<file path="src/rtl/dmem_pkg.sv">
// dmem_pkg
// Shared types and pure helpers for the data-memory access controller.
//   size_e        : access size encoding (2'b11 is illegal and has no member)
//   dmem_state_e  : controller FSM states
//   DMEM_DEPTH    : default memory depth in 32-bit words
//   load_extend   : pick byte/half out of a word and sign/zero extend it
//   store_merge   : replace byte/half lanes of a word with right-aligned data
package dmem_pkg;

  localparam int DMEM_DEPTH = 64;

  typedef enum logic [1:0] {
    BYTE = 2'b00,
    HALF = 2'b01,
    WORD = 2'b10
  } size_e;

  typedef enum logic [1:0] {
    IDLE   = 2'b00,
    RMW_RD = 2'b01,
    RMW_WR = 2'b10
  } dmem_state_e;

  function automatic logic [31:0] load_extend(input logic [31:0] word,
                                              input logic [1:0]  offset,
                                              input logic [1:0]  size,
                                              input logic        is_unsigned);
    logic [7:0]  b;
    logic [15:0] h;
    case (offset)
      2'd0:    b = word[7:0];
      2'd1:    b = word[15:8];
      2'd2:    b = word[23:16];
      default: b = word[31:24];
    endcase
    h = offset[1] ? word[31:16] : word[15:0];
    case (size)
      BYTE:    load_extend = is_unsigned ? {24'h0, b} : {{24{b[7]}}, b};
      HALF:    load_extend = is_unsigned ? {16'h0, h} : {{16{h[15]}}, h};
      default: load_extend = word;
    endcase
  endfunction

  function automatic logic [31:0] store_merge(input logic [31:0] word,
                                              input logic [31:0] wdata,
                                              input logic [1:0]  offset,
                                              input logic [1:0]  size);
    store_merge = word;
    if (size == BYTE) begin
      case (offset)
        2'd0:    store_merge[7:0]   = wdata[7:0];
        2'd1:    store_merge[15:8]  = wdata[7:0];
        2'd2:    store_merge[23:16] = wdata[7:0];
        default: store_merge[31:24] = wdata[7:0];
      endcase
    end else if (size == HALF) begin
      if (offset[1]) store_merge[31:16] = wdata[15:0];
      else           store_merge[15:0]  = wdata[15:0];
    end
  endfunction

endpackage

</file>
<file path="src/rtl/dmem_access_ctrl_if.sv">
// dmem_access_ctrl_if
// Bundles the two requester ports (p = pipeline MEM stage, d = debug/loader)
// and the word-only memory port of the data-memory access controller.
//   X_req_*  : request handshake and fields (valid/ready, we, size, unsigned, addr, wdata)
//   X_rsp_*  : one-cycle response pulse with extended read data and error flag
//   mem_*    : memory write enable, byte address, write data, combinational read data
// Modports: slave = the controller, master = requesters plus memory.
interface dmem_access_ctrl_if;
  logic        p_req_valid, p_req_ready, p_req_we, p_req_unsigned;
  logic [1:0]  p_req_size;
  logic [31:0] p_req_addr, p_req_wdata;
  logic        p_rsp_valid, p_rsp_err;
  logic [31:0] p_rsp_rdata;

  logic        d_req_valid, d_req_ready, d_req_we, d_req_unsigned;
  logic [1:0]  d_req_size;
  logic [31:0] d_req_addr, d_req_wdata;
  logic        d_rsp_valid, d_rsp_err;
  logic [31:0] d_rsp_rdata;

  logic        mem_we;
  logic [31:0] mem_addr, mem_wdata, mem_rdata;

  modport slave (
    input  p_req_valid, p_req_we, p_req_unsigned, p_req_size, p_req_addr, p_req_wdata,
    output p_req_ready, p_rsp_valid, p_rsp_err, p_rsp_rdata,
    input  d_req_valid, d_req_we, d_req_unsigned, d_req_size, d_req_addr, d_req_wdata,
    output d_req_ready, d_rsp_valid, d_rsp_err, d_rsp_rdata,
    output mem_we, mem_addr, mem_wdata,
    input  mem_rdata
  );

  modport master (
    output p_req_valid, p_req_we, p_req_unsigned, p_req_size, p_req_addr, p_req_wdata,
    input  p_req_ready, p_rsp_valid, p_rsp_err, p_rsp_rdata,
    output d_req_valid, d_req_we, d_req_unsigned, d_req_size, d_req_addr, d_req_wdata,
    input  d_req_ready, d_rsp_valid, d_rsp_err, d_rsp_rdata,
    input  mem_we, mem_addr, mem_wdata,
    output mem_rdata
  );
endinterface

</file>
<file path="src/rtl/dmem_rr_arb2.sv">
// dmem_rr_arb2
// Two-requester round-robin arbiter. On a tie the requester not granted last
// wins; the pointer moves on every grant. Reset points at d so p wins the
// first tie.
//   i_clk, i_rst_n   : clock, asynchronous active-low reset
//   i_en             : grants are only issued while high
//   i_req_p, i_req_d : request lines
//   o_gnt_p, o_gnt_d : one-hot (or zero) combinational grants
module dmem_rr_arb2 (
  input  logic i_clk,
  input  logic i_rst_n,
  input  logic i_en,
  input  logic i_req_p,
  input  logic i_req_d,
  output logic o_gnt_p,
  output logic o_gnt_d
);
  logic r_last_d;

  assign o_gnt_p = i_en & i_req_p & (~i_req_d | r_last_d);
  assign o_gnt_d = i_en & i_req_d & (~i_req_p | ~r_last_d);

  always_ff @(posedge i_clk or negedge i_rst_n) begin
    if (!i_rst_n)     r_last_d <= 1'b1;
    else if (o_gnt_p) r_last_d <= 1'b0;
    else if (o_gnt_d) r_last_d <= 1'b1;
  end
endmodule

</file>
<file path="src/rtl/dmem_access_ctrl.sv">
// dmem_access_ctrl
// Data-memory front end shared by the pipeline (p) and debug/loader (d) ports.
// Loads, word stores and error responses complete in one cycle with the
// response registered; byte/half stores run a read-modify-write over
// IDLE -> RMW_RD -> RMW_WR because the memory only writes whole words.
//   clk  : rising-edge clock
//   rst  : asynchronous active-low reset
//   bus  : requester ports and memory port (slave modport)
module dmem_access_ctrl
  import dmem_pkg::*;
#(
  parameter int DEPTH = DMEM_DEPTH
) (
  input logic               clk,
  input logic               rst,
  dmem_access_ctrl_if.slave bus
);
  dmem_state_e r_state, w_state_nxt;
  logic        w_idle, w_gnt_p, w_gnt_d, w_gnt;
  logic        w_we, w_uns, w_err, w_sub;
  logic [1:0]  w_size;
  logic [31:0] w_addr, w_wdata;

  logic [31:0] r_addr, r_wdata, r_merge;
  logic [1:0]  r_size;
  logic        r_owner_d;

  logic        r_rsp_valid, r_rsp_d, r_rsp_err;
  logic [31:0] r_rsp_rdata;
  logic        w_rsp_valid_nxt, w_rsp_d_nxt, w_rsp_err_nxt;
  logic [31:0] w_rsp_rdata_nxt;

  assign w_idle = (r_state == IDLE);

  dmem_rr_arb2 u_arb (
    .i_clk   (clk),
    .i_rst_n (rst),
    .i_en    (w_idle),
    .i_req_p (bus.p_req_valid),
    .i_req_d (bus.d_req_valid),
    .o_gnt_p (w_gnt_p),
    .o_gnt_d (w_gnt_d)
  );

  assign w_gnt           = w_gnt_p | w_gnt_d;
  assign bus.p_req_ready = w_gnt_p;
  assign bus.d_req_ready = w_gnt_d;

  // Fields of whichever port holds the grant (p when nobody does; unused then).
  assign w_we    = w_gnt_d ? bus.d_req_we       : bus.p_req_we;
  assign w_uns   = w_gnt_d ? bus.d_req_unsigned : bus.p_req_unsigned;
  assign w_size  = w_gnt_d ? bus.d_req_size     : bus.p_req_size;
  assign w_addr  = w_gnt_d ? bus.d_req_addr     : bus.p_req_addr;
  assign w_wdata = w_gnt_d ? bus.d_req_wdata    : bus.p_req_wdata;

  always_comb begin
    w_err = 1'b0;
    case (w_size)
      BYTE:    w_err = 1'b0;
      HALF:    w_err = w_addr[0];
      WORD:    w_err = |w_addr[1:0];
      default: w_err = 1'b1;
    endcase
    if (w_addr[31:2] >= 30'(DEPTH)) w_err = 1'b1;
  end

  assign w_sub = w_gnt && w_we && !w_err && (w_size != WORD);

  // Memory port and next state. Kept apart from the response logic so the
  // combinational mem_addr -> mem_rdata path does not fold back into one block.
  always_comb begin
    w_state_nxt   = r_state;
    bus.mem_we    = 1'b0;
    bus.mem_addr  = '0;
    bus.mem_wdata = '0;
    case (r_state)
      IDLE: begin
        if (w_gnt && !w_err) begin
          bus.mem_addr = w_addr;
          if (w_we && (w_size == WORD)) begin
            bus.mem_we    = 1'b1;
            bus.mem_wdata = w_wdata;
          end
          if (w_sub) w_state_nxt = RMW_RD;
        end
      end
      RMW_RD: begin
        bus.mem_addr = r_addr;
        w_state_nxt  = RMW_WR;
      end
      RMW_WR: begin
        bus.mem_we    = 1'b1;
        bus.mem_addr  = r_addr;
        bus.mem_wdata = store_merge(r_merge, r_wdata, r_addr[1:0], r_size);
        w_state_nxt   = IDLE;
      end
      default: w_state_nxt = IDLE;
    endcase
  end

  // Response for the next cycle; RMW_WR and IDLE grants are mutually exclusive.
  always_comb begin
    w_rsp_valid_nxt = 1'b0;
    w_rsp_d_nxt     = r_rsp_d;
    w_rsp_err_nxt   = 1'b0;
    w_rsp_rdata_nxt = '0;
    if (r_state == RMW_WR) begin
      w_rsp_valid_nxt = 1'b1;
      w_rsp_d_nxt     = r_owner_d;
    end else if (w_gnt && !w_sub) begin
      w_rsp_valid_nxt = 1'b1;
      w_rsp_d_nxt     = w_gnt_d;
      w_rsp_err_nxt   = w_err;
      if (!w_err && !w_we)
        w_rsp_rdata_nxt = load_extend(bus.mem_rdata, w_addr[1:0], w_size, w_uns);
    end
  end

  always_ff @(posedge clk or negedge rst) begin
    if (!rst) begin
      r_state     <= IDLE;
      r_rsp_valid <= 1'b0;
      r_rsp_d     <= 1'b0;
      r_rsp_err   <= 1'b0;
      r_rsp_rdata <= '0;
    end else begin
      r_state     <= w_state_nxt;
      r_rsp_valid <= w_rsp_valid_nxt;
      r_rsp_d     <= w_rsp_d_nxt;
      r_rsp_err   <= w_rsp_err_nxt;
      r_rsp_rdata <= w_rsp_rdata_nxt;
    end
  end

  // Sub-word store context; only meaningful while the FSM is out of IDLE.
  always_ff @(posedge clk) begin
    if (w_sub) begin
      r_addr    <= w_addr;
      r_size    <= w_size;
      r_wdata   <= w_wdata;
      r_owner_d <= w_gnt_d;
    end
    if (r_state == RMW_RD) r_merge <= bus.mem_rdata;
  end

  // Steer the single response register to its owning port only.
  assign bus.p_rsp_valid = r_rsp_valid & ~r_rsp_d;
  assign bus.p_rsp_err   = r_rsp_err & ~r_rsp_d;
  assign bus.p_rsp_rdata = r_rsp_d ? '0 : r_rsp_rdata;
  assign bus.d_rsp_valid = r_rsp_valid & r_rsp_d;
  assign bus.d_rsp_err   = r_rsp_err & r_rsp_d;
  assign bus.d_rsp_rdata = r_rsp_d ? r_rsp_rdata : '0;
endmodule

</file>
<file path="src/flat_wrapper.sv">
// flat-port wrapper written by rule: the top's interface ports become plain ports
module dmem_access_ctrl_flat import dmem_pkg::*;
#(
  parameter int DEPTH = DMEM_DEPTH
)
  (clk, rst, bus_p_req_valid, bus_p_req_we, bus_p_req_unsigned, bus_p_req_size, bus_p_req_addr, bus_p_req_wdata, bus_p_req_ready, bus_p_rsp_valid, bus_p_rsp_err, bus_p_rsp_rdata, bus_d_req_valid, bus_d_req_we, bus_d_req_unsigned, bus_d_req_size, bus_d_req_addr, bus_d_req_wdata, bus_d_req_ready, bus_d_rsp_valid, bus_d_rsp_err, bus_d_rsp_rdata, bus_mem_we, bus_mem_addr, bus_mem_wdata, bus_mem_rdata);
  dmem_access_ctrl_if bus_i ();
  input logic clk;
  input logic rst;
  input wire logic [$bits(bus_i.p_req_valid)-1:0] bus_p_req_valid;
  input wire logic [$bits(bus_i.p_req_we)-1:0] bus_p_req_we;
  input wire logic [$bits(bus_i.p_req_unsigned)-1:0] bus_p_req_unsigned;
  input wire logic [$bits(bus_i.p_req_size)-1:0] bus_p_req_size;
  input wire logic [$bits(bus_i.p_req_addr)-1:0] bus_p_req_addr;
  input wire logic [$bits(bus_i.p_req_wdata)-1:0] bus_p_req_wdata;
  output wire logic [$bits(bus_i.p_req_ready)-1:0] bus_p_req_ready;
  output wire logic [$bits(bus_i.p_rsp_valid)-1:0] bus_p_rsp_valid;
  output wire logic [$bits(bus_i.p_rsp_err)-1:0] bus_p_rsp_err;
  output wire logic [$bits(bus_i.p_rsp_rdata)-1:0] bus_p_rsp_rdata;
  input wire logic [$bits(bus_i.d_req_valid)-1:0] bus_d_req_valid;
  input wire logic [$bits(bus_i.d_req_we)-1:0] bus_d_req_we;
  input wire logic [$bits(bus_i.d_req_unsigned)-1:0] bus_d_req_unsigned;
  input wire logic [$bits(bus_i.d_req_size)-1:0] bus_d_req_size;
  input wire logic [$bits(bus_i.d_req_addr)-1:0] bus_d_req_addr;
  input wire logic [$bits(bus_i.d_req_wdata)-1:0] bus_d_req_wdata;
  output wire logic [$bits(bus_i.d_req_ready)-1:0] bus_d_req_ready;
  output wire logic [$bits(bus_i.d_rsp_valid)-1:0] bus_d_rsp_valid;
  output wire logic [$bits(bus_i.d_rsp_err)-1:0] bus_d_rsp_err;
  output wire logic [$bits(bus_i.d_rsp_rdata)-1:0] bus_d_rsp_rdata;
  output wire logic [$bits(bus_i.mem_we)-1:0] bus_mem_we;
  output wire logic [$bits(bus_i.mem_addr)-1:0] bus_mem_addr;
  output wire logic [$bits(bus_i.mem_wdata)-1:0] bus_mem_wdata;
  input wire logic [$bits(bus_i.mem_rdata)-1:0] bus_mem_rdata;
  assign bus_i.p_req_valid = bus_p_req_valid;
  assign bus_i.p_req_we = bus_p_req_we;
  assign bus_i.p_req_unsigned = bus_p_req_unsigned;
  assign bus_i.p_req_size = bus_p_req_size;
  assign bus_i.p_req_addr = bus_p_req_addr;
  assign bus_i.p_req_wdata = bus_p_req_wdata;
  assign bus_p_req_ready = bus_i.p_req_ready;
  assign bus_p_rsp_valid = bus_i.p_rsp_valid;
  assign bus_p_rsp_err = bus_i.p_rsp_err;
  assign bus_p_rsp_rdata = bus_i.p_rsp_rdata;
  assign bus_i.d_req_valid = bus_d_req_valid;
  assign bus_i.d_req_we = bus_d_req_we;
  assign bus_i.d_req_unsigned = bus_d_req_unsigned;
  assign bus_i.d_req_size = bus_d_req_size;
  assign bus_i.d_req_addr = bus_d_req_addr;
  assign bus_i.d_req_wdata = bus_d_req_wdata;
  assign bus_d_req_ready = bus_i.d_req_ready;
  assign bus_d_rsp_valid = bus_i.d_rsp_valid;
  assign bus_d_rsp_err = bus_i.d_rsp_err;
  assign bus_d_rsp_rdata = bus_i.d_rsp_rdata;
  assign bus_mem_we = bus_i.mem_we;
  assign bus_mem_addr = bus_i.mem_addr;
  assign bus_mem_wdata = bus_i.mem_wdata;
  assign bus_i.mem_rdata = bus_mem_rdata;
  dmem_access_ctrl #(.DEPTH(DEPTH)) u_core (.clk(clk), .rst(rst), .bus(bus_i));
endmodule
</file>
<file path="config.mk">
export PLATFORM = sky130hd
export DESIGN_NAME = dmem_access_ctrl_flat
export DESIGN_NICKNAME = d
export VERILOG_FILES = /design/src/rtl/dmem_pkg.sv /design/src/rtl/dmem_access_ctrl_if.sv /design/src/rtl/dmem_rr_arb2.sv /design/src/rtl/dmem_access_ctrl.sv /design/src/flat_wrapper.sv
export SDC_FILE = /design/constraint.sdc
export NUM_CORES = 1
export LEC_CHECK = 0
export BUFFER_PORTS_ARGS = -buffer_cell sky130_fd_sc_hd__buf_2
export CAP_MARGIN = 20
export CORE_MARGIN = 5
export CORE_UTILIZATION = 49
export DETAILED_ROUTE_END_ITERATION = 6
export HOLD_SLACK_MARGIN = 0.1
export PLACE_DENSITY = 0.8
export SYNTH_ARGS = -nofsm -noshare
export SYNTH_HDL_FRONTEND = slang
export SYNTH_SLANG_ARGS = --single-unit
</file>
<file path="constraint.sdc">
create_clock -name clk -period 6.44 [get_ports clk]
set_input_delay 0.966 -clock clk [delete_from_list [all_inputs] [get_ports clk]]
set_output_delay 0.966 -clock clk [all_outputs]
set_load 0.02 [all_outputs]
</file>
Word level (Yosys, flattened, before mapping) --
Index checks and enable logic that the tools add are counted.
Storage, ports and cells: word-level logic and storage cells 104, memory bits (writable) 0, bits in read-only memories 0, register bits 121, memories kept 0, bits of input ports 172, latch bits 0
Cells by class: bitwise operators 15, mux-type cells 44, add/sub/neg operators 0, div/mod/pow operators 0, multiply operators 0, eq/ne operators 12, reduce and logical (&&, ||, !) cells 21, $lt $le $gt $ge 1, shift-type cells 0
Operator list (number):
- 32-bit 2-to-1 mux | 14
- 32-bit one-hot mux with 2 select lines | 3
- 16-bit 2-to-1 mux | 3
- 8-bit 2-to-1 mux | 4
- 30-bit by 7-bit >= comparator with 1-bit output, second input constant | 1
- 8-bit one-hot mux with 3 select lines | 1
- 1-bit 2-to-1 mux | 13
- 2-bit by 1-bit == test with 1-bit output, second input constant | 5
- 2-bit logical NOT | 5
- 1-bit bitwise AND | 8
- 2-bit == test, second input constant | 4
- 1-bit logical AND | 7
- 2-bit 2-to-1 mux | 3
- 2-bit by 1-bit != test with 1-bit output, second input constant | 2
- 1-bit NOT | 4
- 2-bit one-hot mux with 2 select lines | 1
- 2-bit nonzero test | 2
- 2-bit OR reduction | 2
- 1-bit logical NOT | 3
- 1-bit OR | 3
- 1-bit one-hot mux with 3 select lines | 1
- 3-bit OR reduction | 1
- 2-bit != test, second input constant | 1
- 1-bit one-hot mux with 2 select lines | 1
- 2-bit AND reduction | 1

Logic depth before layout (Yosys ltp) --
Gate-level depths: netlist of run 1.
depth in word-level cells 14, gate-level depth with buffers 13

Cells and area by module --
Synthesis of run 1 repeated with hierarchy kept, for this count alone.
Unflattened totals: cells, all modules 636, area total of the unflattened synthesis 6827.8 um^2
Modules (own cells, without submodules):
- dmem_access_ctrl | cells an instance 628, area each 6765.2 um^2, seq. area each 3418.3 um^2, times used 1
- dmem_rr_arb2 | cells an instance 8, area each 62.6 um^2, seq. area each 26.3 um^2, times used 1

Least setup slack after synthesis of run 1 --
No wires, ideal clock.
path kind input port to flip-flop, start in bus_p_req_valid, end reg u_core.r_addr[0], enable pin, data arrival time 4558 ps, setup time 460 ps, stages on the path 8, setup slack 1423 ps, path through nand2_1 -> nand2_4 -> a2111o_1 -> a22oi_4 -> buf_6 -> nand2_2 -> buf_2 -> nor2_1
Between the ends: longest elaborated chain between the ends 10, elaborated cells on any way between the ends 21
Ends and longest elaborated chain:
- start: declaration | line flat_wrapper.sv:10 | input wire logic [$bits(bus_i.p_req_valid)-1:0] bus_p_req_valid;
- parallel branches: the longest is 9 deep, another holds 30-bit by 7-bit >= comparator with 1-bit output
- 1-bit logical AND (*) | line dmem_access_ctrl.sv:67 | assign w_sub = w_gnt && w_we && !w_err && (w_size != WORD);
- via u_core.w_sub | line dmem_access_ctrl.sv:20 | logic w_we, w_uns, w_err, w_sub;
- end signal: assignment | line dmem_access_ctrl.sv:138 | r_addr <= w_addr;
- end: declaration | line dmem_access_ctrl.sv:24 | logic [31:0] r_addr, r_wdata, r_merge;
Mark *: on every way through the listed nets, which the timed path passes. A chain may end at the register's enable or synchronous reset.

Final worst setup path of run 1 --
start reg u_core.r_state[0], end out bus_mem_wdata[19]
Between the ends: longest elaborated chain between the ends 11, elaborated cells on any way between the ends 24
Ends and longest elaborated chain:
- start: declaration | line dmem_access_ctrl.sv:18 | dmem_state_e r_state, w_state_nxt;
- start signal: assignment | line dmem_access_ctrl.sv:127 | r_state <= w_state_nxt;
- parallel branches: the longest is 10 deep, another holds 30-bit by 7-bit >= comparator with 1-bit output
- 32-bit one-hot mux with 2 select lines (*) | line dmem_access_ctrl.sv:76 | case (r_state)
- end: declaration | line flat_wrapper.sv:32 | output wire logic [$bits(bus_i.mem_wdata)-1:0] bus_mem_wdata;
Mark *: on every way between the ends.

==> results_tabular.tex, run 1 <==
\begin{tabular}{lr}
\hline
Metric & Value \\
\hline
\multicolumn{2}{l}{\textbf{Status}} \\
Status & finished, final reports clean \\
\multicolumn{2}{l}{\textbf{Finish}} \\
Fraction of layout instances using a drive strength above 1 & 36.6\% \\
Post-layout instance count excluding filler cells & around 1300 \\
Syn-to-layout area delta & 29.8\% \\
Area occupied by multi-input gates & 3590 sq um \\
Sequential cell area & $\sim$3400 sq um \\
Final instance area & about 9500 sq um \\
Filler cells & 1235 \\
Final Net Count & 1247 \\
\multicolumn{2}{l}{\textbf{Timing}} \\
Setup Viol. Count Final & 0 \\
Final Slew Violations & 0 \\
Setup skew after layout & roughly 0.0063 ns \\
Time the worst path needs with I/O delays and setup & 4.67 ns \\
Achievable frequency & 214 MHz \\
Post-route fraction of the period consumed by the critical path & 72.5\% \\
Setup Total Neg Slack & 0 ns \\
Smallest hold slack & 0.516 ns \\
Unrepaired setup endpoints after global routing & no \\
Worst slew pin tran & 0.923 ns \\
Fin. Hold Viols & 0 \\
Final worst slack & 1.77 ns \\
Worst-case headroom to the max-slew limit & 38.4\% \\
\multicolumn{2}{l}{\textbf{Global routing}} \\
Wire length of the first global-routing pass & 38.6 mm \\
Total Routing Usage GR & 27.9\% \\
Pin count of the biggest net entering global routing & 71 \\
Total congestion overflow after global routing & 0 \\
Number of global-route vias before repair & 6827 \\
Initial antenna violation count & 3 \\
\multicolumn{2}{l}{\textbf{Synthesis}} \\
Post-synthesis cell area & 7330 sq um \\
Compound-Gate Fraction of Synth Area & 14.8\% \\
Syn Nets & between 900 and 1000 \\
Adder-cell share of the synthesized area & 1.02\% \\
Number of enable flip-flop cells after synthesis & 83 \\
Largest cells by area after synthesis & sky130\_fd\_sc\_hd\_\_edfxtp\_1 (34\%), sky130\_fd\_sc\_hd\_\_dfrtp\_1 (13\%), sky130\_fd\_sc\_hd\_\_nand2\_1 (11\%) \\
Synth unique cells & 58 \\
Fraction of synthesized cell area taken by the top area cell type & 34.0\% \\
Syn avg cell area & 9.31 sq um \\
Synthesized-area fraction occupied by xor and xnor cells & 0\% \\
Top flip-flop cell by instance count after synthesis & sky130\_fd\_sc\_hd\_\_edfxtp\_1 \\
Simple-gate share of the synthesized area & 27.1\% \\
Portion of the post-synthesis area used by sequential elements & 47.0\% \\
Fraction of registers with async set/reset & a little under a third \\
Count of state elements after synthesis & approximately 120 \\
Cell type with the largest total area after synthesis & sky130\_fd\_sc\_hd\_\_edfxtp\_1 \\
Number of instances in the synthesized netlist & 787 \\
Largest family of logic cells by synthesized area & simple AND/OR/NAND/NOR gates \\
Count of yosys warnings during synthesis & 0 \\
Proportion of synthesized area in mux cells & roughly 5.9\% \\
\multicolumn{2}{l}{\textbf{Job}} \\
Max capacitance violation total & 0 \\
\multicolumn{2}{l}{\textbf{Clocking}} \\
CTS tree & done \\
Quantity of hold-fixing buffers added after cts & 0 \\
Clock-pin transition on the worst setup and hold timing paths & 0.06 ns \\
CTS H-tree depth & 4 \\
Num CTS Buffers & 17 \\
Buffer type at the clock tree root & sky130\_fd\_sc\_hd\_\_clkbuf\_16 \\
Post-CTS setup buffer count & 0 \\
Insertion delay to the later sink of the worst-skew pair & 0.42 ns \\
Number of sinks driven by the clock tree & 121 \\
Post\_cts resized & 0 \\
Number of buffers on the longest clock path & 2 \\
\multicolumn{2}{l}{\textbf{Placement}} \\
Post-Place Cell Area & 8910 sq um \\
Worst setup timing slack at the placement stage & 1.96 ns \\
Buffers added on ports & between 300 and 400 \\
Weighted congestion at the end of routability-driven global placement & 0.951 \\
Total placed cells including tap cells & 1233 \\
HPWL reported at the end of detailed placement & 19.4 mm \\
\multicolumn{2}{l}{\textbf{Pwr}} \\
VDD IR-drop max & 0.000197 V \\
Cell leakage power & 4.59 nW \\
Power per unit of standard cell area & 235 nW/um\^{}2 \\
\multicolumn{2}{l}{\textbf{Floorplan}} \\
Area of the core & 14600 sq um \\
Die X & 132 um \\
Num ports & 307 \\
Initial core utilization & between 50\% and 60\% \\
Die area & 17500 sq um \\
Placement row count & 44 \\
Die Y & 132 um \\
\multicolumn{2}{l}{\textbf{Route}} \\
Drt pass-1 iters & 5 \\
Residual DRC count & 0 \\
Detailed-route via count & 7218 \\
WL/cell & 20.0 um \\
Final wirelength & $\sim$25 mm \\
Number of DRC markers in iteration 0 & 967 \\
Residual antenna-violating net count after detailed routing & 0 \\
Via density & $\sim$5.7 \\
\multicolumn{2}{l}{\textbf{Setup path}} \\
CP Max Fanout & 17 \\
Type of element capturing the critical path & output pin \\
Critical path type & flop to output pin \\
Required time worst endpoint & about 5.5 ns \\
Reg-to-reg slack, setup & 2.34 ns \\
Standard cell with the maximum stage delay on the critical path & sky130\_fd\_sc\_hd\_\_a2111o\_1 \\
Start of the worst register-to-register path & u\_core.r\_state[0] \\
Largest stage delay on the critical path & a little over 0.5 ns \\
Launching element type of the critical path & flop \\
R2R cell count & 9 \\
Arrival time of data at the critical path endpoint & 3.70 ns \\
Critical path, cell by cell & inv\_1, ha\_1, and2\_1, nand2\_4, a2111o\_1, a22oi\_4, nand3\_2, o21ai\_0, buf\_2 \\
Capture instance of the worst register-to-register path & u\_core.r\_addr[22] \\
\multicolumn{2}{l}{\textbf{Worst hold path}} \\
Hold Startpoint & u\_core.u\_arb.r\_last\_d \\
Worst hold stages & 2 \\
Class of the worst hold path & flop to flop \\
Worst min-delay path endpoint & u\_core.u\_arb.r\_last\_d \\
\hline
\end{tabular}
## flip-flops by register name (all words and copies together), names as in the netlist
name,flops
u_core.r_state,2
u_core.u_arb.r_last_d,1
u_core.r_size,2
u_core.r_wdata,16
u_core.r_owner_d,1
u_core.r_rsp_err,1
u_core.r_rsp_d,1
u_core.r_rsp_valid,1
u_core.r_rsp_rdata,32
u_core.r_addr,32
u_core.r_merge,32
## through the flow
stage / utilization (%) / power [W]
finish: 65.2 / 0.00223
global route: 65.2 / 0.00232
CTS: 65.1 / 0.00224
detailed placement: 61.0 / 0.00132
global placement: 61.0 / 0.00131
floorplan: - / 0.00117
## power breakdown
group / switching (W) / internal, W
logic: 0.000247 / 0.000135
registers: 0.0000469 / 0.000879
clock network: 0.000336 / 0.000588
## Yosys cell counts, types with 4 or more instances
| cell type | instances |
|---|---|
| sky130_fd_sc_hd__a211o_1 | 5 |
| sky130_fd_sc_hd__a21oi_1 | 39 |
| sky130_fd_sc_hd__a22o_1 | 5 |
| sky130_fd_sc_hd__and2_1 | 63 |
| sky130_fd_sc_hd__buf_2 | 8 |
| sky130_fd_sc_hd__buf_6 | 4 |
| sky130_fd_sc_hd__clkbuf_1 | 32 |
| sky130_fd_sc_hd__dfrtp_1 | 37 |
| sky130_fd_sc_hd__edfxtp_1 | 83 |
| sky130_fd_sc_hd__ha_1 | 6 |
| sky130_fd_sc_hd__inv_1 | 17 |
| sky130_fd_sc_hd__mux2_2 | 17 |
| sky130_fd_sc_hd__mux2i_1 | 22 |
| sky130_fd_sc_hd__nand2_1 | 205 |
| sky130_fd_sc_hd__nand2b_1 | 4 |
| sky130_fd_sc_hd__nand4_1 | 6 |
| sky130_fd_sc_hd__nand4b_1 | 8 |
| sky130_fd_sc_hd__nor2_1 | 25 |
| sky130_fd_sc_hd__nor2b_1 | 37 |
| sky130_fd_sc_hd__nor3_1 | 5 |
| sky130_fd_sc_hd__nor3_2 | 15 |
| sky130_fd_sc_hd__nor4_1 | 13 |
| sky130_fd_sc_hd__o211ai_1 | 7 |
| sky130_fd_sc_hd__o21ai_0 | 33 |
| sky130_fd_sc_hd__o21ai_1 | 4 |
| sky130_fd_sc_hd__o221a_2 | 9 |
| sky130_fd_sc_hd__o221ai_1 | 17 |
| sky130_fd_sc_hd__o22ai_1 | 16 |
| sky130_fd_sc_hd__o2bb2ai_1 | 5 |
## cell usage in the layout (no fill, tap or decap), types with 3 or more instances in the layout
cell type / count
sky130_fd_sc_hd__nand2b_1: 4
sky130_fd_sc_hd__mux2_2: 17
sky130_fd_sc_hd__a22o_1: 5
sky130_fd_sc_hd__o221ai_1: 17
sky130_fd_sc_hd__nor3_1: 5
sky130_fd_sc_hd__nor2_1: 24
sky130_fd_sc_hd__and4_1: 3
sky130_fd_sc_hd__a211o_1: 5
sky130_fd_sc_hd__and2_1: 63
sky130_fd_sc_hd__a21oi_1: 39
sky130_fd_sc_hd__o21ai_0: 33
sky130_fd_sc_hd__mux2i_1: 22
sky130_fd_sc_hd__o2bb2ai_1: 5
sky130_fd_sc_hd__diode_2: 3
sky130_fd_sc_hd__ha_1: 6
sky130_fd_sc_hd__edfxtp_1: 83
sky130_fd_sc_hd__nor3_2: 15
sky130_fd_sc_hd__buf_2: 306
sky130_fd_sc_hd__nand4_1: 6
sky130_fd_sc_hd__dfrtp_1: 36
sky130_fd_sc_hd__nand2_1: 205
sky130_fd_sc_hd__clkbuf_8: 3
sky130_fd_sc_hd__inv_1: 17
sky130_fd_sc_hd__nor2b_1: 36
sky130_fd_sc_hd__o21ai_1: 4
sky130_fd_sc_hd__clkbuf_16: 20
sky130_fd_sc_hd__clkbuf_1: 3
sky130_fd_sc_hd__buf_4: 5
sky130_fd_sc_hd__o221a_2: 9
sky130_fd_sc_hd__nand4b_1: 8
sky130_fd_sc_hd__nor4_1: 13
sky130_fd_sc_hd__o22ai_1: 16
sky130_fd_sc_hd__clkinv_2: 5
sky130_fd_sc_hd__o211ai_1: 7
## routing by layer
layer / vias up / GRT usage (%) / share of wire [%]
li1: 3371 / - / -
met3: 53 / 5.95 / 9.2
met1: 3365 / 38.1 / 40
met4: 0 / 10.5 / 2.9
met2: 429 / 44.0 / 47
met5: - / 0 / 0
## layout make-up
type                    count  share of cell area, %
repair buffers            312                   16.7
multi-input cells         598                   37.7
flip-flops and latches    121                   36.2
diodes                      3                 0.0789
clock buffers              26                   5.81
inverters                  19                  0.750
well taps                 184                   2.42
clock inverters             6                  0.329
## worst max-delay path: cells and delay by family, from the launching register on
family / cells / cell delay [ns]
AO/OA/AOI/OAI: 3 / 1.24
AND/OR/NAND/NOR: 3 / 1.03
flip-flops: 1 / 0.42
buffers and inverters: 2 / 0.32
adder cells (fa/ha/maj): 1 / 0.24
## how the worst max path moves through the flow
stage                        from  slack, ns                end  cells after the start
6_report        u_core.r_state[0]       1.77  bus_mem_wdata[19]                      9
5_1_grt         u_core.r_state[1]       1.54  bus_mem_wdata[18]                      9
2_1_floorplan     bus_p_req_valid       1.42   u_core.r_addr[0]                      8
3_5_place_dp   bus_p_req_addr[13]       1.96  bus_mem_wdata[20]                      8
3_3_place_gp   bus_p_req_addr[13]       2.01  bus_mem_wdata[20]                      8
4_1_cts         u_core.r_state[1]       1.82  bus_mem_wdata[21]                      9
## logic make-up after synthesis
family,count (synthesis)
adders and majority gates,6
DFF,121
AOI/OAI and AO/OA,157
muxes,41
buffers and inverters,68
and+or+nand+nor,394
Power figures use the tool's default switching activity.
==> inputs of run 2 (changes only) <==
--- a/config.mk
+++ b/config.mk
@@ -8,10 +8,10 @@
 export BUFFER_PORTS_ARGS = -buffer_cell sky130_fd_sc_hd__buf_2
 export CAP_MARGIN = 20
 export CORE_MARGIN = 5
-export CORE_UTILIZATION = 49
+export CORE_UTILIZATION = 44
 export DETAILED_ROUTE_END_ITERATION = 6
 export HOLD_SLACK_MARGIN = 0.1
-export PLACE_DENSITY = 0.8
+export PLACE_DENSITY = 0.75
 export SYNTH_ARGS = -nofsm -noshare
 export SYNTH_HDL_FRONTEND = slang
 export SYNTH_SLANG_ARGS = --single-unit
==> constraint.sdc (replaced) <==
create_clock -name clk -period 4.2 [get_ports clk]
set_input_delay 0.63 -clock clk [delete_from_list [all_inputs] [get_ports clk]]
set_output_delay 0.63 -clock clk [all_outputs]
set_load 0.02 [all_outputs]
==> run 2 against run 1 <==
  * First-iteration DRC count down 9.6%
  * Sequential cell count did not move
  * Combinational power grew 55%
  * Wire length grew 2.4%
==> results_tabular.tex, run 2 (synthesis results as in run 1) <==
\begin{tabular}{lr}
\hline
Metric & Value \\
\hline
\multicolumn{2}{l}{\textbf{Pwr}} \\
Switching part of the total & between 20\% and 30\% \\
Cell leakage power & about 4.6 nW \\
Combinational cell fraction of total power & 17.1\% \\
Part of the total power dissipated in sequential elements & 40.9\% \\
Switch Pwr & around 0.0010 W \\
Clock power share & between 40\% and 50\% \\
Post-layout power & roughly 0.0035 W \\
VDD IR-drop max & roughly 0.0003 V \\
Power per unit of standard cell area & 360 nW/um\^{}2 \\
Power Internal & around 0.0025 W \\
\multicolumn{2}{l}{\textbf{Timing}} \\
Worst-case headroom to the max-slew limit & between 30\% and 40\% \\
Time the worst path needs with I/O delays and setup & 4.03 ns \\
Worst slew pin tran & 0.971 ns \\
Setup skew after layout & between 0.005 and 0.006 ns \\
Final worst slack & 0.172 ns \\
Setup Total Neg Slack & 0 ns \\
Setup Viol. Count Final & 0 \\
Fin. Hold Viols & 0 \\
Unrepaired setup endpoints after global routing & no \\
Post-route fraction of the period consumed by the critical path & a little over nine tenths \\
Final Slew Violations & 0 \\
Achievable frequency & $\sim$250 MHz \\
\multicolumn{2}{l}{\textbf{Floorplan}} \\
Placement row count & 47 \\
Die area & between 15000 and 20000 sq um \\
Die Y & 139 um \\
Initial core utilization & 44.5\% \\
Num ports & 307 \\
Die X & 139 um \\
Area of the core & around 16000 sq um \\
\multicolumn{2}{l}{\textbf{Finish}} \\
Most frequent cells in the layout & sky130\_fd\_sc\_hd\_\_buf\_2 (306), sky130\_fd\_sc\_hd\_\_nand2\_1 (205), sky130\_fd\_sc\_hd\_\_edfxtp\_1 (83) \\
Sequential cell area & 3450 sq um \\
Final Net Count & 1254 \\
Area occupied by multi-input gates & 3600 sq um \\
Post-layout instance count excluding filler cells & $\sim$1300 \\
Filler cells & 1465 \\
Diodes inserted & 0 \\
Registers with the highest flip-flop counts & u\_core.r\_addr (32), u\_core.r\_merge (32), u\_core.r\_rsp\_rdata (32) \\
Most frequent standard cell in the layout excluding fill and tap cells & sky130\_fd\_sc\_hd\_\_buf\_2 \\
Syn-to-layout area delta & 31.6\% \\
Final Core Density & 58.6\% \\
Fraction of layout instances using a drive strength above 1 & 37.4\% \\
\multicolumn{2}{l}{\textbf{Route}} \\
WL/cell & 19.9 um \\
Residual antenna-violating net count after detailed routing & 0 \\
Drt pass-1 iters & 5 \\
Final wirelength & 26.0 mm \\
Via density & about 5.5 \\
Detailed-route via count & 7207 \\
Number of DRC markers in iteration 0 & 874 \\
Residual DRC count & 0 \\
\multicolumn{2}{l}{\textbf{Clocking}} \\
Clock-pin transition on the worst setup and hold timing paths & 0.06 ns \\
Insertion delay to the later sink of the worst-skew pair & 0.42 ns \\
Num CTS Buffers & 17 \\
Number of sinks driven by the clock tree & 121 \\
CTS H-tree depth & 4 \\
CTS tree & done \\
Buffer type at the clock tree root & sky130\_fd\_sc\_hd\_\_clkbuf\_16 \\
Number of buffers on the longest clock path & 2 \\
\multicolumn{2}{l}{\textbf{Placement}} \\
Buffers added on ports & 306 \\
Weighted congestion at the end of routability-driven global placement & between 1 and 1.5 \\
Worst setup timing slack at the placement stage & about 0.29 ns \\
Total placed cells including tap cells & 1272 \\
HPWL reported at the end of detailed placement & just under 20 mm \\
\multicolumn{2}{l}{\textbf{Setup path}} \\
Reg-to-reg slack, setup & between 0.8 and 0.9 ns \\
Capture instance of the worst register-to-register path & u\_core.r\_wdata[15] \\
Worst path buffer plus inverter count & 4 \\
Arrival time of data at the critical path endpoint & 3.40 ns \\
Cell family contributing the most delay on the critical path & compound AO/OA/AOI/OAI gates \\
Critical path type & flop to output pin \\
CP Max Fanout & 10 \\
Launching element type of the critical path & flop \\
Required time worst endpoint & approximately 3.6 ns \\
R2R cell count & 11 \\
Largest stage delay on the critical path & about 0.41 ns \\
Start of the worst register-to-register path & u\_core.r\_state[1] \\
Standard cell with the maximum stage delay on the critical path & sky130\_fd\_sc\_hd\_\_dfrtp\_1 \\
Critical path, cell by cell & inv\_1, ha\_1, and2\_2, nand2\_4, inv\_2, o2111ai\_1, a22oi\_4, buf\_4, nand3b\_1, o21ai\_0, buf\_2 \\
Type of element capturing the critical path & output pin \\
\multicolumn{2}{l}{\textbf{Global routing}} \\
Total congestion overflow after global routing & 0 \\
Wire length of the first global-routing pass & 39.9 mm \\
Number of global-route vias before repair & about 7000 \\
Pin count of the biggest net entering global routing & 71 \\
Total Routing Usage GR & around a quarter \\
Initial antenna violation count & 0 \\
\multicolumn{2}{l}{\textbf{Status}} \\
Status & finished, final reports clean \\
\multicolumn{2}{l}{\textbf{Worst hold path}} \\
Class of the worst hold path & input pin to async pin \\
\multicolumn{2}{l}{\textbf{Job}} \\
Max capacitance violation total & 0 \\
\hline
\end{tabular}
==> run 2: cell types whose count changed in the layout (fill, tap and decap cells not counted), sizes merged <==
cell | before | now
buf | 312 | 319
clkbuf | 26 | 22
diode | 3 | 0
inv | 20 | 23
clkinvlp | 0 | 1
==> run 2: timing repair <==
action	CTS	global route
hold buffers	0	0
setup buffers	0	5
endpoints found under the setup margin	17	35
gates resized for setup	3	2
gates cloned	0	0
pin swaps	0	1
==> run 2: how the worst max path moves through the flow <==
stage	slack, ns	end	cells past startpoint	from
after CTS	0.01	bus_mem_wdata[21]	9	u_core.r_state[1]
after global routing	0.01	bus_mem_wdata[21]	10	u_core.r_state[1]
final	0.17	bus_mem_addr[0]	11	u_core.r_state[1]
after floorplan	0.28	u_core.r_addr[0]	11	u_core.r_state[0]
after detailed placement	0.29	bus_mem_wdata[21]	8	bus_d_req_addr[9]
after global placement	0.35	bus_mem_wdata[4]	8	bus_d_req_addr[9]
==> run 2: stage by stage <==
stage                     hold WS (ns)  cell area [sq um]
after floorplan                  0.334               7330
after global placement           0.508               8990
after detailed placement         0.512               8990
after CTS                        0.350               9600
after global routing             0.401               9640
final                            0.328               9640
==> run 2: worst register-to-register path: stages (launching register included) <==
cell                        delay [ns]
sky130_fd_sc_hd__dfrtp_1          0.41
sky130_fd_sc_hd__inv_1            0.13
sky130_fd_sc_hd__ha_1             0.25
sky130_fd_sc_hd__and2_2           0.29
sky130_fd_sc_hd__nand2_4          0.14
sky130_fd_sc_hd__inv_2            0.18
sky130_fd_sc_hd__o2111ai_1        0.27
sky130_fd_sc_hd__a22oi_4          0.37
sky130_fd_sc_hd__buf_4            0.20
sky130_fd_sc_hd__nand2_4          0.14
sky130_fd_sc_hd__nor2_4           0.30
sky130_fd_sc_hd__buf_12           0.30
==> run 2: per-layer routing <==
layer	up-vias	GRT usage, %	part of all wire [%]
met5	-	0	0
met4	0	8.55	2.4
met3	48	7.14	8.0
met2	386	41.1	47
met1	3391	35.5	42
li1	3382	-	-
==> run 2: power groups by stage <==
stage | combinational [W] | sequential (W) | clock [W]
2_1_floorplan | 0.000413 | 0.00138 | 0
6_report | 0.000592 | 0.00142 | 0.00146
3_5_place_dp | 0.000578 | 0.00144 | 0
3_3_place_gp | 0.000575 | 0.00144 | 0
5_1_grt | 0.000652 | 0.00143 | 0.00153
4_1_cts | 0.000584 | 0.00142 | 0.00148
==> run 2: final cells by class <==
type | count | share of cell area [%]
Clock buffer | 22 | 5.47
Clock inverter | 10 | 0.778
Inverter | 19 | 0.739
Multi-Input combinational cell | 598 | 37.4
Sequential cell | 121 | 35.7
Tap cell | 220 | 2.85
Timing Repair Buffer | 319 | 17.1
